File: src/rtl/idct_precision_sched_if.sv
// Block-admission / precision-select bundle between DCT done and IDCT start.
// Carries scheduling controls in and block statistics back out.
interface idct_precision_sched_if #(
  parameter int CW  = 32,
  parameter int BCW = 16
);
  logic [1:0]     mode;
  logic [CW-1:0]  win_lo;
  logic [CW-1:0]  win_hi;
  logic [BCW-1:0] toggle_n;
  logic           start_in;
  logic           start_out;
  logic           rapx;
  logic [CW-1:0]  cyc_cnt;
  logic [BCW-1:0] acc_blks;
  logic [BCW-1:0] apx_blks;

  modport master (
    output mode, win_lo, win_hi, toggle_n, start_in,
    input  start_out, rapx, cyc_cnt, acc_blks, apx_blks
  );

  modport slave (
    input  mode, win_lo, win_hi, toggle_n, start_in,
    output start_out, rapx, cyc_cnt, acc_blks, apx_blks
  );
endinterface

File: src/rtl/idct_precision_sched.sv
// Admits 64-sample blocks into the approximate IDCT, forwards start one
// cycle late and latches the per-block precision select.
module idct_precision_sched #(
  parameter int CW  = 32,
  parameter int BCW = 16
) (
  input logic                  clk,
  input logic                  reset,
  idct_precision_sched_if.slave bus
);

  logic           start_d;
  logic           rapx_q;
  logic           phase;
  logic [CW-1:0]  cyc;
  logic [BCW-1:0] acc;
  logic [BCW-1:0] apx;
  logic [BCW-1:0] grp;

  logic           admit;
  logic           apx_req;
  logic           win_hit;
  logic           grp_last;
  logic [BCW-1:0] grp_max;

  assign admit    = bus.start_in & ~start_d;
  assign win_hit  = (cyc > bus.win_lo) && (cyc < bus.win_hi);
  assign grp_max  = (bus.toggle_n == '0) ? BCW'(1) : bus.toggle_n;
  // >= keeps the group bounded if toggle_n shrinks mid-phase
  assign grp_last = grp >= (grp_max - BCW'(1));

  always_comb begin
    apx_req = 1'b0;
    unique case (1'b1)
      bus.mode == 2'd0: apx_req = 1'b0;
      bus.mode == 2'd1: apx_req = 1'b1;
      bus.mode == 2'd2: apx_req = win_hit;
      bus.mode == 2'd3: apx_req = phase;
      default:          apx_req = 1'b0;
    endcase
  end

  always_ff @(posedge clk) begin
    if (reset) begin
      start_d <= 1'b0;
      rapx_q  <= 1'b0;
      phase   <= 1'b0;
      cyc     <= '0;
      acc     <= '0;
      apx     <= '0;
      grp     <= '0;
    end else begin
      start_d <= bus.start_in;
      if (cyc != '1)
        cyc <= cyc + CW'(1);
      if (admit) begin
        rapx_q <= apx_req;
        if (apx_req) begin
          if (apx != '1)
            apx <= apx + BCW'(1);
        end else begin
          if (acc != '1)
            acc <= acc + BCW'(1);
        end
        if (bus.mode == 2'd3) begin
          if (grp_last) begin
            grp   <= '0;
            phase <= ~phase;
          end else begin
            grp <= grp + BCW'(1);
          end
        end
      end
    end
  end

  assign bus.start_out = start_d;
  assign bus.rapx      = rapx_q;
  assign bus.cyc_cnt   = cyc;
  assign bus.acc_blks  = acc;
  assign bus.apx_blks  = apx;

endmodule

File: src/flat_wrapper.sv
// flat-port wrapper written by rule: the top's interface ports become plain ports
module idct_precision_sched_flat 
#(
  parameter int CW  = 32,
  parameter int BCW = 16
)
  (clk, reset, bus_mode, bus_win_lo, bus_win_hi, bus_toggle_n, bus_start_in, bus_start_out, bus_rapx, bus_cyc_cnt, bus_acc_blks, bus_apx_blks);
  idct_precision_sched_if #(.CW(CW), .BCW(BCW)) bus_i ();
  input logic clk;
  input logic reset;
  input wire logic [$bits(bus_i.mode)-1:0] bus_mode;
  input wire logic [$bits(bus_i.win_lo)-1:0] bus_win_lo;
  input wire logic [$bits(bus_i.win_hi)-1:0] bus_win_hi;
  input wire logic [$bits(bus_i.toggle_n)-1:0] bus_toggle_n;
  input wire logic [$bits(bus_i.start_in)-1:0] bus_start_in;
  output wire logic [$bits(bus_i.start_out)-1:0] bus_start_out;
  output wire logic [$bits(bus_i.rapx)-1:0] bus_rapx;
  output wire logic [$bits(bus_i.cyc_cnt)-1:0] bus_cyc_cnt;
  output wire logic [$bits(bus_i.acc_blks)-1:0] bus_acc_blks;
  output wire logic [$bits(bus_i.apx_blks)-1:0] bus_apx_blks;
  assign bus_i.mode = bus_mode;
  assign bus_i.win_lo = bus_win_lo;
  assign bus_i.win_hi = bus_win_hi;
  assign bus_i.toggle_n = bus_toggle_n;
  assign bus_i.start_in = bus_start_in;
  assign bus_start_out = bus_i.start_out;
  assign bus_rapx = bus_i.rapx;
  assign bus_cyc_cnt = bus_i.cyc_cnt;
  assign bus_acc_blks = bus_i.acc_blks;
  assign bus_apx_blks = bus_i.apx_blks;
  idct_precision_sched #(.CW(CW), .BCW(BCW)) u_core (.clk(clk), .reset(reset), .bus(bus_i));
endmodule
File: config.mk
export PLATFORM = sky130hd
export DESIGN_NAME = idct_precision_sched_flat
export DESIGN_NICKNAME = d
export VERILOG_FILES = /design/src/rtl/idct_precision_sched_if.sv /design/src/rtl/idct_precision_sched.sv /design/src/flat_wrapper.sv
export SDC_FILE = /design/constraint.sdc
export NUM_CORES = 1
export LEC_CHECK = 0
export ABC_AREA = 1
export ABC_CLOCK_PERIOD_IN_PS = 4150
export CAP_MARGIN = 5
export CORE_MARGIN = 4
export CORE_UTILIZATION = 50
export CTS_CLUSTER_SIZE = 40
export DETAILED_ROUTE_END_ITERATION = 6
export GPL_ROUTABILITY_DRIVEN = 0
export PLACE_DENSITY = 0.84
export SETUP_SLACK_MARGIN = 0.3
export SKIP_CTS_REPAIR_TIMING = 1
export SLEW_MARGIN = 25
export SYNTH_ARGS = -nofsm -noshare
export SYNTH_HDL_FRONTEND = slang
export SYNTH_SLANG_ARGS = --single-unit
File: constraint.sdc
create_clock -name clk -period 4.15 [get_ports clk]
set_input_delay 0.415 -clock clk [delete_from_list [all_inputs] [get_ports clk]]
set_output_delay 0.415 -clock clk [all_outputs]
set_load 0.05 [all_outputs]
[Word level (Yosys, flattened, before mapping)]
Cells that the tools add are included.
Storage, ports and cells
  output and inout port bits: 66
  logic and storage cells: 34
  bits in registers: 83
Operators by class
  $lt $le $gt $ge: 3
  reduce and logical (&&, ||, !) cells: 6
  eq/ne operators: 6
  multiplexer cells: 3
  add/subtract/negate cells: 5
  bitwise logic cells: 4
Operators by type and width (number)
  $add A16 B1 Y16 const B: 3
  $add A32 B1 Y32 const B: 1
  $gt A32 B32 Y1: 1
  $lt A32 B32 Y1: 1
  $mux W16: 2
  $ne A16 B16 Y1 const B: 2
  $ne A32 B32 Y1 const B: 1
  $ge A16 B16 Y1: 1
  $logic_not A16 Y1: 1
  $sub A16 B1 Y16 const B: 1
  $reduce_and A3 Y1: 3
  $eq A2 B2 Y1 const B: 2
  $not A1 Y1: 3
  $pmux W1 S3: 1
  $eq A2 B1 Y1 const B: 1
  $reduce_and A2 Y1: 1
  $and A1 B1 Y1: 1
  $logic_and A1 B1 Y1: 1

[Longest topological paths before layout]
Gate-level depths: netlist of run 1.
  depth after elaboration: 5
  depth in mapped cells: 23
  mapped depth without buffers: 22

[Least setup slack after synthesis of run 1]
No wires, ideal clock.
  kind: input -> register
  start: input port bus_toggle_n[4]
  end: register u_core.grp[13]
  stages on the path: 22
  setup slack: 1009 ps
  path buffers: 1
  arrival: 3013 ps
  cells stage by stage: inv_1 -> nand2_1 -> nor2_1 -> nand2_1 -> nor3_1 -> nor2_1 -> ha_1 -> nand2_1 -> nor4_1 -> xor2_1 -> inv_1 -> ha_1 -> nand2_1 -> inv_1 -> nand3_1 -> nor3_1 -> nand3_1 -> nand3_1 -> nand2_1 -> nand2_1 -> clkbuf_1 -> nor2_1
On the way
  word-level cells in the longest chain between the ends: 5
RTL lines
  from (decl): line flat_wrapper.sv:14  | input wire logic [$bits(bus_i.toggle_n)-1:0] bus_toggle_n;
  $logic_not A16 Y1: line idct_precision_sched.sv:28  | assign grp_max = (bus.toggle_n == '0) ? BCW'(1) : bus.toggle_n;
  $mux W16 *: line idct_precision_sched.sv:28
  $sub A16 B1 Y16 *: line idct_precision_sched.sv:30  | assign grp_last = grp >= (grp_max - BCW'(1));
  $ge A16 B16 Y1 *: line idct_precision_sched.sv:30
  $mux W16 *: line idct_precision_sched.sv:66  | if (grp_last) begin
  to (signal assigned): line idct_precision_sched.sv:70  | grp <= grp + BCW'(1);
  to (decl): line idct_precision_sched.sv:18  | logic [BCW-1:0] grp;
Mark *: on every way between the ends. The rest lies on a longest branch, timed or not.
A chain may end at the register's enable or synchronous reset.

[Worst setup path after layout of run 1]
  start: input port bus_toggle_n[4]
  end: register u_core.grp[2]
Same word-level chain as after synthesis.

==> results of run 1 <==
## cells in the mapped netlist
cell / count
inv_1: 166
inv_2: 2
buf_6: 2
nand3_2: 2
nor3_2: 3
nand4_1: 27
clkbuf_1: 10
buf_1: 2
o211ai_1: 3
or2_2: 1
dfxtp_1: 83
nor3b_1: 3
nand2_2: 4
a21oi_1: 75
a31oi_1: 2
nand2_1: 224
a211oi_1: 2
buf_4: 1
nor2_2: 3
nand4_4: 1
nand3b_1: 1
nand3_1: 27
o21ai_0: 34
ha_1: 84
nand3b_2: 1
a21oi_2: 7
o21a_1: 3
or2_1: 1
nor3_1: 35
buf_2: 1
xor2_1: 45
nor3_4: 1
nor4_2: 2
o21bai_1: 3
nor4_1: 10
xnor2_1: 22
nor2_4: 3
nor2_1: 110
## state kept, by name, summed over array words and instances (netlist names)
| register | count |
|---|---|
| u_core.bus.cyc_cnt | 32 |
| u_core.bus.rapx | 1 |
| u_core.bus.start_out | 1 |
| u_core.grp | 16 |
| u_core.bus.apx_blks | 16 |
| u_core.phase | 1 |
| u_core.bus.acc_blks | 16 |
## metrics by stage
step / hold slack [ns] / worst slack [ns] / instances / cell area, sq um
2_1_floorplan: 0.439 / 1.01 / 1006 / 6750
3_3_place_gp: 0.466 / 0.416 / 1321 / 8430
3_5_place_dp: 0.462 / 0.311 / 1321 / 8430
4_1_cts: 0.476 / 0.654 / 1337 / 8760
5_1_grt: 0.500 / 0.266 / 1338 / 8780
6_report: 0.475 / 0.608 / 1338 / 8780
## where the power goes
part,leakage [nW],switching [mW],internal [mW]
clock network,0.160,0.351,0.550
logic,3.12,0.143,0.130
registers,0.670,0.00989,0.803
## cell families (layout without fill, tap and decap cells)
kind of cell    after synthesis  in the layout  synth area share
compound gates              129            129             0.104
xor+xnor                     67             67            0.0869
fa+ha+maj                    84             84             0.156
buf+inv                     184            340             0.105
flops                        83             83             0.246
simple gates                459            459             0.302
## placed cells by master, fill, tap and decap left out, types with 4 or more instances in the layout
| cell type | n |
|---|---|
| nand2_1 | 224 |
| inv_1 | 166 |
| clkdlybuf4s50_1 | 149 |
| nor2_1 | 110 |
| ha_1 | 84 |
| dfxtp_1 | 83 |
| a21oi_1 | 75 |
| xor2_1 | 45 |
| nor3_1 | 34 |
| o21ai_0 | 34 |
| nand3_1 | 27 |
| nand4_1 | 27 |
| xnor2_1 | 22 |
| nor4_1 | 9 |
| clkbuf_16 | 9 |
| a21oi_2 | 7 |
| buf_4 | 6 |
| nor3_2 | 4 |
| nand2_2 | 4 |
## path summary, 6_finish.rpt
check,from,end,slack [ns],cells after the start
setup / recovery,bus_toggle_n[4],u_core.grp[2],0.61,21
hold / removal,u_core.phase,u_core.phase,0.47,2
hold reg to reg,u_core.phase,u_core.phase,0.47,2
setup reg to reg,u_core.bus.cyc_cnt[7],u_core.bus.acc_blks[12],1.42,15
## layout make-up
type                       instances  area, sq um
timing repair buffer             156         1540
tap                              176          220
fill                            1140         4470
clock inverter                     6         93.8
inverter                         168          631
sequential                        83         1660
multi-input combinational        739         4390
clock buffer                      10          239
## worst register-to-register path, cell delays in order, from the launching register on
cell	delay [ns]
dfxtp_1	0.39
ha_1	0.33
nand2_1	0.07
nor2_1	0.18
nand4_1	0.17
nor2_1	0.17
nand2_1	0.07
nand2_1	0.06
nor2_1	0.03
nand3_1	0.17
nand2_2	0.11
nand2_1	0.12
nand2_2	0.23
inv_2	0.32
nand2_1	0.11
a21oi_1	0.14
## layer usage
metal,part of all wire,up-vias,routed length (microns),GRT usage
met5,0,-,0,0
met4,0.012,0,213,0.0548
met3,0.067,19,1210,0.0571
met2,0.46,240,8200,0.374
met1,0.47,3077,8400,0.314
li1,-,3550,-,-
==> qor.yml, run 1 <==
num_antenna_cells: 0
cts_buffers: 9
slowest_stage: "clkdlybuf4s50_1"
cp_cell_sequence: "clkdlybuf4s50_1, inv_1, nand2_1, nor2_1, nand2_1, nor3_1, nor2_1, nand2_1, nor2_1, nand4_1, nor4_2, xnor2_1, ha_1, a21oi_1, o21ai_0, a21oi_1, nand3_1, nand2_1, nand2_1, buf_4, a211oi_1"
initial_core_util: 0.510
drv_cap: 0
p_leak_nw: 3.95
final_util: 0.663
skew_ns: 0.00782
grt.overflow.total: 0
cp_max_fo: 8
synth_area_sq_um: 6750
clockBufferDepth: 2
ys_top_cells_by_area: "dfxtp_1 (25%), ha_1 (16%), nand2_1 (12%)"
synth_area_leader_cell: "dfxtp_1"
drt_wl_total_mm: 18.0
fin_crit_sh: 0.853
via_per_inst: 5.15
p_per_area_nw_per_um2: 226
finalHoldViolations: 0
grt_pass1_wl_mm: 30.7
maxSlewViolCount: 0
synth_top_area_frac: 0.246
die_x_microns: 124
ys_types: 38
rsz0062_at_grt: "false"
vdd_drop_max_mv: 0.146
syn_avg_cell_area_sq_um: 6.71
critical-path-max-stage-delay_ns: 0.50
wl_per_cell_microns: 13.5
dpl.hpwl_mm: 13.8
cts.sinks: 83
first_iter_violations: 513
port_buffers: 150
cp-start-kind: "input port"
htreeDepth: 3
pin_count: 151
num_vias: 6886
end_kind: "flip-flop"
crit_top_cell: "nand2_1"
root_buffer: "clkbuf_16"
synthCells: 1006
dieHeight_microns: 124
synth_nets: 1175
coreArea_sq_um: 13200
status: "completed"
grt_max_degree: 44
critPathTopFamily: "simple AND/OR/NAND/NOR gates"
clk_latency_ns: 0.35
postRouteAntennaNets: 0
crit_buf_inv: 3
critPathRequiredTime_ns: 4.41
firstDrtPassIters: 7
first_global_vias: 6620
finalPower_mw: 1.99
rows: 42
setup_tns_ns: 0
track_usage: 0.232
worst_pin_slew_ns: 0.849
setup_violations: 0
yosysSeqAreaShare: 0.246
antenna_found_initial: 0
worstPathArrival_ns: 3.80
fmax_mhz: 282
cts_tree: "done"
drive_above_1_share: 0.0473
syn2layout_area_growth_pct: 30.0
nets: 1326
die-area_sq_um: 15400
period_minus_slack_ns: 3.54
slew_headroom: 0.434
crit_type: "in2reg"
clkTransAtPathRegs_ns: 0.06
drc_errors: 0
ys_seq_elements: 83
yosys_warnings: 0
min_path_type: "reg2reg"
Power figures use the tool's default switching activity.
==> run 2: changes to the inputs <==
ABC_CLOCK_PERIOD_IN_PS = not set   (was 4150)
SLEW_MARGIN = 5   (was 25)
==> results of run 2 <==
Final layout, timing and power as in run 1 (identical DEF).
